### config.mk
export PLATFORM = sky130hd
export DESIGN_NAME = pipe_stage_reg
export DESIGN_NICKNAME = d
export VERILOG_FILES = /design/src/rtl/pipe_stage_reg.sv
export SDC_FILE = /design/constraint.sdc
export NUM_CORES = 1
export LEC_CHECK = 0
export ABC_AREA = 1
export BUFFER_PORTS_ARGS = -buffer_cell sky130_fd_sc_hd__buf_4
export CAP_MARGIN = 20
export CORE_MARGIN = 4
export CORE_UTILIZATION = 40
export CTS_BUF_LIST = sky130_fd_sc_hd__clkbuf_8
export DETAILED_ROUTE_END_ITERATION = 6
export PLACE_DENSITY = 0.7
export SLEW_MARGIN = 20
export SYNTH_ARGS = -nofsm -noshare
export SYNTH_HDL_FRONTEND = slang
export SYNTH_SLANG_ARGS = --single-unit
### constraint.sdc
create_clock -name clk -period 1.8 [get_ports clk]
set_input_delay 0.09 -clock clk [delete_from_list [all_inputs] [get_ports clk]]
set_output_delay 0.09 -clock clk [all_outputs]
set_load 0.02 [all_outputs]
### src/rtl/pipe_stage_reg.sv
// pipe_stage_reg: valid/ready pipeline register; define PIPE_STAGE_SKID_EN for the two-entry skid version with registered in_ready.
module pipe_stage_reg #(
  parameter int WIDTH = 64,
  parameter int CNT_W = 16
) (
  input  logic             clk,
  input  logic             reset,
  input  logic             flush,
  input  logic             in_valid,
  input  logic [WIDTH-1:0] in_data,
  output logic             in_ready,
  output logic             out_valid,
  output logic [WIDTH-1:0] out_data,
  input  logic             out_ready,
  output logic [1:0]       occupancy,
  output logic [CNT_W-1:0] stall_cnt
);
  typedef enum logic [1:0] {EMPTY = 2'd0, FULL = 2'd1, SKID = 2'd2} state_t;
  state_t state_q, state_d;
  logic [WIDTH-1:0] main_q, main_d;
  logic [CNT_W-1:0] stall_q;
  logic in_x, out_x, stall_inc;
  assign out_valid = state_q != EMPTY;
  assign out_data  = main_q;
  assign occupancy = state_q;
  assign stall_cnt = stall_q;
  assign in_x      = in_valid & in_ready;
  assign out_x     = out_valid & out_ready;
  assign stall_inc = out_valid & ~out_ready & ~&stall_q;
`ifdef PIPE_STAGE_SKID_EN
  logic [WIDTH-1:0] skid_q, skid_d;
  logic rdy_q;
  assign in_ready = rdy_q;
  always_comb begin
    state_d = state_q;
    main_d  = main_q;
    skid_d  = skid_q;
    if (flush) begin
      state_d = EMPTY;
      main_d  = '0;
      skid_d  = '0;
    end else begin
      case (state_q)
        EMPTY: if (in_x) begin
          state_d = FULL;
          main_d  = in_data;
        end
        FULL: if (in_x && out_x) begin
          main_d = in_data;
        end else if (out_x) begin
          state_d = EMPTY;
        end else if (in_x) begin
          state_d = SKID;
          skid_d  = in_data;
        end
        SKID: if (out_ready) begin
          state_d = FULL;
          main_d  = skid_q;
        end
        default: state_d = EMPTY;
      endcase
    end
  end
  // in_ready comes from its own flop so upstream never sees out_ready combinationally
  always_ff @(posedge clk) begin
    if (reset) begin
      skid_q <= '0;
      rdy_q  <= 1'b1;
    end else begin
      skid_q <= skid_d;
      rdy_q  <= state_d != SKID;
    end
  end
`else
  assign in_ready = ~out_valid | out_ready;
  always_comb begin
    state_d = state_q;
    main_d  = main_q;
    if (flush) begin
      state_d = EMPTY;
      main_d  = '0;
    end else if (in_x) begin
      state_d = FULL;
      main_d  = in_data;
    end else if (out_x) begin
      state_d = EMPTY;
    end
  end
`endif
  always_ff @(posedge clk) begin
    if (reset) begin
      state_q <= EMPTY;
      main_q  <= '0;
      stall_q <= '0;
    end else begin
      state_q <= state_d;
      main_q  <= main_d;
      stall_q <= stall_q + CNT_W'(stall_inc);
    end
  end
endmodule

Word-level counts from Yosys, hierarchy flattened
Cells that the tools add are included.

word-level totals
  register bits = 81
  input port bits = 69
  output and inout port bits = 84
  word-level logic and storage cells = 17

cells by class
  add/sub/neg operators = 1
  muxes and demuxes = 2
  bitwise gates (word level) = 7
  reduce and logical (&&, ||, !) cells = 4

operators by type and width
  cell                number
  $add A16 B1 Y16     1
  $reduce_and A16 Y1  1
  $and A1 B1 Y1       4
  $mux W1             2
  $not A1 Y1          2
  $reduce_bool A2 Y1  1
  $reduce_or A2 Y1    1
  $logic_not A1 Y1    1
  $or A1 B1 Y1        1

Longest topological paths before layout
Gate-level depths: netlist of run 1.

  depth in word-level cells = 4
  mapped depth = 13
  mapped depth without buffers = 13

Worst setup path before layout of run 1
No wires, ideal clock.

  path type = register to register
  start point = register state_q[0], in the netlist occupancy[0]
  end point = register stall_q[8], in the netlist stall_cnt[8]
  setup time = 0.119 ns
  arrival time = 1.775 ns
  data required time = 1.681 ns
  slack = -0.094 ns
  cell stages (with the launch flop) = 12
  path buffers = 0
  clock period less this slack = 1.894 ns
  cell sequence = dfxtp_1 > inv_1 > nor2_1 > inv_1 > nor2_1 > ha_1 > ha_1 > inv_1 > nor2_1 > nand2_1 > o21ai_0 > a21oi_1

on the way
  longest elaborated chain between the ends = 3

RTL lines
  what                        line  source
  start, declared             19    state_t state_q, state_d;
  start signal, assigned      96    state_q <= state_d;
  $and A1 B1 Y1 (2 in a row)  29    assign stall_inc = out_valid & ~out_ready & ~&stall_q;
  $add A16 B1 Y16             98    stall_q <= stall_q + CNT_W'(stall_inc);
  end signal, assigned        98
  end, declared               21    logic [CNT_W-1:0] stall_q;

No other way between the ends.
A chain may end at the register's enable or synchronous reset.

Worst setup path in the final report of run 1
  start point = register stall_q[10], in the netlist stall_cnt[10]
  end point = register stall_q[4], in the netlist stall_cnt[4]

on the way
  longest elaborated chain between the ends = 4

RTL lines
  what                line
  $reduce_and A16 Y1  29
  $logic_not A1 Y1    29
  $and A1 B1 Y1       29
  $add A16 B1 Y16     98

No other way between the ends.

==> results.md, run 1 <==
* Sw Pwr at 916 uW
* H-tree depth at 3
* CTS tree: built
* Sequential power share at 0.472
* Worst hold stages at 3
* Crit-path max cell delay at 0.37 ns
* CTS root buf: clkbuf_8
* List of most frequent post-synthesis cells: nand2_1, dfxtp_1, a21oi_2
* Fin crit share at 0.935
* Int Pwr at 3.03 mW
* Ys Warns at 0
* Max-cap violation count at 0
* Synth top area cells: dfxtp_1, nand2_1, a21oi_2
* DRC errors left at 0
* Drt pass-1 iters at 4
* Place WS at 0.00495 ns
* Post-synthesis compound-gate area fraction at 0.181
* ANT cells at 0
* Most frequent cell after synthesis: nand2_1
* R2R cell count at 11
* Row cnt at 32
* GRT Residual Overflow at 0
* Max rail drop VDD at 357 uV
* Number of synthesized flops with an enable pin at 0
* Largest family of logic cells by synthesized area: simple AND/OR/NAND/NOR gates
* CP Class: reg -> reg
* Hold Path Class: in -> reg
* CTS clk-pin slew, worst paths at 0.09 ns
* Ys flop type: dfxtp_1
* Outcome: complete, no violations
* Synthesized flop and latch total at 81
* Die height at 98.8 um
* Max-slew violations at 0
* I/O pins at 153
* Netlist cell types at 24
* Ys async rst share at 0
* Layout Nets at 656
* Sw frac at 0.232
* Power density over the cells at 780 mW/mm^2
* Min-delay src: in_data[59]
* WL final at 9370 um
* Top cell type's share of synthesized area at 0.491
* Port Buffers at 151
* Inst Count DP at 660
* Post-Synth XOR/XNOR Area at 0.00265
* Largest net degree at the start of global routing at 60
* Synth Cell Area at 0.00330 sq mm
* Die area at 0.00977 sq mm
* Detailed Place HPWL at 6640 um
* Die span in x at 98.8 um
* Clk sink count at 81
* Cell taking the most area after synthesis: dfxtp_1
* Final Critical Period at 1.68 ns
* Post-route insts no fill at 691
* First-pass GRT wire length at 14700 um
* CP Capture Type: flip-flop
* Post-route setup TNS at 0 ns
* Initial antenna violation count at 0
* RR Endpoint: stall_cnt[4]
* Register area share after synthesis at 0.491
* Cell mode on critical path: nor2_2
* Multiplexer area fraction after synthesis at 0
* Post-DR vias/cell at 4.76
* Crit-path slowest cell: dfxtp_4
* Via count at 3292
* Crit. Startpoint: stall_cnt[10]
* WP data arrival at 1.91 ns
* Setup WS post-layout at 0.116 ns
* Crit path cell chain: nand2_1 > nor2_2 > nand4_1 > nor2_1 > nor2_2 > ha_4 > ha_1 > inv_2 > nor2_4 > o21ai_0 > a21oi_1
* Vias in the first global route at 3115
* Synthesized-area fraction occupied by adder cells at 0.0114
* WL/cell at 13.6 um
* ANT nets after route at 0
* Clock power share at 0.400
* Post-synthesis net count at 485
* Req. time, crit path at 2.02 ns
* Worst clock skew at 0.0107 ns
* Clk buf depth at 2
* Post-synthesis instance total at 413
* Hold Crit Endpoint: out_data[59]
* Syn-to-layout area delta at 53.0%
* Drt initial violations at 106
* Initial core utilization at 0.418
* Setup crit start kind: flip-flop
* Crit path max fanout at 5
* RePlAce Congestion at 0.921
* Post-synthesis area per instance at 7.99 sq um
* Share of cells above drive strength 1 at 0.460
* Final Power at 3.94 mW
* Core footprint at 0.00789 sq mm
* Lkg Pwr at 2.21 nW
* Flop-to-flop setup slack at 0.12 ns
* Post-Synth Simple-Gate Area at 0.238
* Worst reg2reg startpoint: stall_cnt[10]
* GRT Overall Usage at 0.183
* Endpoints failing hold at 0
* FMAX at 594 MHz
* Clock Latency Late Sink at 0.33 ns
* Logic pwr share at 0.128
* Final Setup Violations at 0
* TritonCTS Buffers at 9
## metrics by stage
stage,hold WS [ns],cell area [sq um],utilization
floorplan,0.237,3310,-
global placement,0.329,4570,0.579
detailed placement,0.328,4570,0.579
CTS,0.00108,4910,0.623
global route,0.0000478,5050,0.640
finish,0.0194,5050,0.640
## registers in the layout, indices dropped and copies added, names as in the netlist
signal / cells
occupancy: 1
out_data: 64
stall_cnt: 16
## power groups by stage
| stage | Sequential (mW) | Combinational (mW) | Clock (mW) |
|---|---|---|---|
| global placement | 1.90 | 0.482 | 0 |
| finish | 1.86 | 0.505 | 1.58 |
| floorplan | 1.96 | 0.203 | 0 |
| detailed placement | 1.90 | 0.487 | 0 |
| CTS | 1.86 | 0.505 | 1.62 |
| global route | 1.87 | 0.547 | 1.69 |
## placed cells by master (no fill, tap or decap), types with 2 or more instances in the layout
master           n
a21oi_1         23
a21oi_2         50
buf_12           2
buf_4          169
bufinv_16        3
clkbuf_8        10
dfxtp_1         70
dfxtp_2          8
dfxtp_4          3
dlygate4sd3_1   12
ha_1             2
inv_1           18
inv_2            3
nand2_1        149
nand2_2          7
nand2_4          3
nand3_1          6
nand4_1          4
nor2_1          24
nor2_2           3
nor2_4           4
o21ai_0          4
## worst max-delay path by stage
stage / endpoint / slack [ns] / depth (start not counted)
after detailed placement: stall_cnt[8] / 0.005 / 12
after global routing: stall_cnt[8] / -0.01 / 12
final: stall_cnt[4] / 0.12 / 11
after global placement: stall_cnt[8] / 0.09 / 12
after CTS: stall_cnt[8] / 0.01 / 12
after floorplan: stall_cnt[8] / 0.03 / 12
## cell families (layout without fill, tap and decap cells)
logic type / Yosys count / after routing
compound gates: 81 / 81
xor+xnor: 1 / 1
fa+ha+maj: 3 / 3
buf+inv: 44 / 220
flops: 81 / 81
other cells: 1 / 1
simple gates: 202 / 202
## cell type report
cell class              count  area (sq um)
clock buffers              10           138
clock inverters             6           106
fillers                   674          2840
inverters                  21          78.8
multi-input cells         288          1530
flip-flops and latches     81          1640
well taps                 102           128
repair buffers            183          1430
## critical path: cells and delay by family, from the launching register on
family	cells	cell delay, ns
AOI/OAI and AO/OA	2	0.19
adders and majority gates	2	0.35
buffers and inverters	1	0.08
DFF	1	0.37
and+or+nand+nor	6	0.57
## layer usage
layer / wire, um / GRT usage / part of all wire
met1: 3850 / 0.221 / 0.41
met4: 243 / 0.0840 / 0.026
met3: 657 / 0.0375 / 0.070
met2: 4620 / 0.311 / 0.49
met5: 0 / 0 / 0
## what timing repair did
item                                    CTS  global route
pin swaps                                 0            12
endpoints found under the hold margin    14             2
setup buffers                             0             3
hold buffers                             10             2
endpoints found under the setup margin    1            13
resized for setup                         1            31
Note: power is estimated with default switching activity, not from simulation.
==> run 2: changes to the inputs <==
--- a/config.mk
+++ b/config.mk
@@ -5,14 +5,13 @@
 export SDC_FILE = /design/constraint.sdc
 export NUM_CORES = 1
 export LEC_CHECK = 0
-export ABC_AREA = 1
 export BUFFER_PORTS_ARGS = -buffer_cell sky130_fd_sc_hd__buf_4
 export CAP_MARGIN = 20
 export CORE_MARGIN = 4
 export CORE_UTILIZATION = 40
 export CTS_BUF_LIST = sky130_fd_sc_hd__clkbuf_8
 export DETAILED_ROUTE_END_ITERATION = 6
-export PLACE_DENSITY = 0.7
+export PLACE_DENSITY = 0.71
 export SLEW_MARGIN = 20
 export SYNTH_ARGS = -nofsm -noshare
 export SYNTH_HDL_FRONTEND = slang
==> run 2 against run 1 <==
Effect of this change:
- hold slack got worse by 0.0076 ns
- flip-flop and latch count unchanged
- non-clock buffer count increased by 31
- sequential share of layout area decreased by 1.5 points
- synthesized cell count decreased by 6.1%
- clock power decreased by 8%
- sequential power about the same
- clock-buffer cell count decreased by 1
- largest cell class is now non-clock buffers
- highest routed layer unchanged
==> results.md, run 2 <==
* Outcome: complete, no violations
* Inst Count DP at 628
* Post-route setup TNS at 0 ns
* Crit path max fanout at 4
* Hold Slack at 0.0117 ns
* Final Setup Violations at 0
* Post-route insts no fill at 680
* Clock power share at 0.379
* WL/cell at 15.4 um
* Max-cap violation count at 0
* Most frequent cell after synthesis: dfxtp_1
* Place WS at -0.0651 ns
* TritonCTS Buffers at 9
* Clk sink count at 81
* Max rail drop VDD at 390 uV
* Slew Limit Headroom at 0.522
* Clk buf depth at 2
* Area after DPL at 0.00462 sq mm
* Row cnt at 32
* CP Capture Type: flip-flop
* RSZ-0062 raised after global routing: yes
* Core footprint at 0.00777 sq mm
* CTS root buf: clkbuf_8
* # fillers at 638
* Syn-to-layout area delta at 63.9%
* Worst-Margin Slew at 0.716 ns
* Endpoints failing hold at 0
* Crit-path slowest cell: dfxtp_1
* Share of cells above drive strength 1 at 0.394
* Detailed Place HPWL at 6480 um
* Die height at 97.7 um
* Most frequent cells in the layout: buf_4, dfxtp_1, a21oi_1
* Crit-path max cell delay at 0.36 ns
* Drt pass-1 iters at 5
* ANT nets after route at 0
* First-pass GRT wire length at 16600 um
* Most common cell after layout, fill and taps aside: buf_4
* Sw Pwr at 949 uW
* List of most frequent post-synthesis cells: dfxtp_1, a21oi_1, nand3_1
* Number of synthesized flops with an enable pin at 0
* Ys async rst share at 0
* I/O pins at 153
* Netlist cell types at 28
* Worst clock skew at 0.00702 ns
* Synthesized flop and latch total at 81
* Req. time, crit path at 2.02 ns
* Post-DR vias/cell at 5.20
* Synth top area cells: dfxtp_1, a21oi_1, nand3_1
* DRC errors left at 0
* Max-slew violations at 0
* Final Critical Period at 1.78 ns
* GRT Overall Usage at 0.209
* Synth Cell Area at 0.00322 sq mm
* GRT Residual Overflow at 0
* Post-synthesis net count at 460
* WL final at 10500 um
* CP Class: reg -> reg
* Die span in x at 97.7 um
* Layout Nets at 645
* Final Core Density at 0.679
* Fin crit share at 0.987
* Vias in the first global route at 3399
* Setup WS post-layout at 0.0243 ns
* Max reg flops at 64
* CTS tree: built
* Lkg Pwr at 2.25 nW
* Sequential power share at 0.486
* Initial antenna violation count at 0
* Cell taking the most area after synthesis: dfxtp_1
* Final Power at 3.83 mW
* Crit path cell chain: nand4_2 > nor3_2 > a21oi_4 > ha_4 > ha_4 > buf_4 > buf_4 > xnor2_1 > nor2_1
* Ys flop type: dfxtp_1
* Top cell type's share of synthesized area at 0.504
* CTS clk-pin slew, worst paths at 0.09 ns
* Die area at 0.00954 sq mm
* Hold Path Class: in -> reg
* Logic pwr share at 0.135
* Drt initial violations at 191
* Int Pwr at 2.88 mW
* RePlAce Congestion at 0.810
* Ys Warns at 0
* Post-synthesis instance total at 388
* Port Buffers at 151
* FMAX at 563 MHz
* H-tree depth at 3
* Post-synthesis area per instance at 8.29 sq um
* Largest net degree at the start of global routing at 67
* Register area share after synthesis at 0.504
* Initial core utilization at 0.414
* ANT cells at 0
* Setup crit start kind: flip-flop
* Final instance area at 0.00527 sq mm
* Clock Latency Late Sink at 0.34 ns
* Sw frac at 0.248
* Power density over the cells at 725 mW/mm^2
* WP data arrival at 2.00 ns
* Via count at 3538
## run 2: cell count changes after synthesis, sizes merged, moves of 4 or more
cell / before / now
o21ai: 6 / 68
or3: 0 / 4
buf: 22 / 15
nor4: 0 / 4
clkbuf: 1 / 25
nor2b: 0 / 7
nand2: 159 / 4
inv: 20 / 5
nand3: 6 / 71
mux2: 0 / 5
nor2: 31 / 10
## run 2: worst paths after layout
check	to	slack, ns	depth (start not counted)	start
setup reg to reg	stall_cnt[2]	0.02	9	stall_cnt[7]
hold / removal	out_data[51]	0.01	3	in_data[51]
hold reg to reg	out_data[11]	0.48	2	out_data[11]
setup / recovery	stall_cnt[2]	0.02	9	stall_cnt[7]
## run 2: cell type report
class,count,area (sq um),area share
inverters,5,18.8,0.00356
multi-input cells,262,1560,0.296
well taps,102,128,0.0242
flip-flops and latches,81,1630,0.310
repair buffers,214,1720,0.325
clock inverters,7,93.8,0.0178
clock buffers,9,124,0.0235
## run 2: logic make-up (layout without fill, tap and decap cells)
kind of cell    Yosys count  after routing  share of synthesized area
xor+xnor                  3              3                    0.00817
compound gates          142            142                      0.222
simple gates            108            108                      0.176
mux                       5              5                     0.0175
other cells               1              1                    0.00117
flops                    81             81                      0.504
fa+ha+maj                 3              3                     0.0117
buf+inv                  45            235                     0.0595
## run 2: power by group through the flow
stage | sequential, mW | combinational [mW] | clock (mW)
after global placement | 1.90 | 0.448 | 0
after global routing | 1.87 | 0.555 | 1.56
after CTS | 1.86 | 0.514 | 1.49
after floorplan | 1.96 | 0.163 | 0
after detailed placement | 1.90 | 0.455 | 0
final | 1.86 | 0.517 | 1.45
## run 2: worst max-delay path: cells and delay by family (launching register included)
family	cells	cell delay, ns
xor gates and xnor gates	1	0.13
AOI/OAI and AO/OA	1	0.09
DFF	1	0.36
adders and majority gates	2	0.37
buffers and inverters	2	0.25
and+or+nand+nor	3	0.46
## run 2: timing repair
action | CTS | global route
endpoints found under the hold margin | 33 | 1
pin swaps | 6 | 5
gates resized for setup | 3 | 13
hold buffers | 33 | 1
setup buffers | 2 | 0
setup endpoints to repair | 5 | 12
## run 2: layer usage
metal,share of wire,GRT usage
met2,0.48,0.354
met5,0,0
met1,0.43,0.253
met3,0.069,0.0632
met4,0.018,0.0650
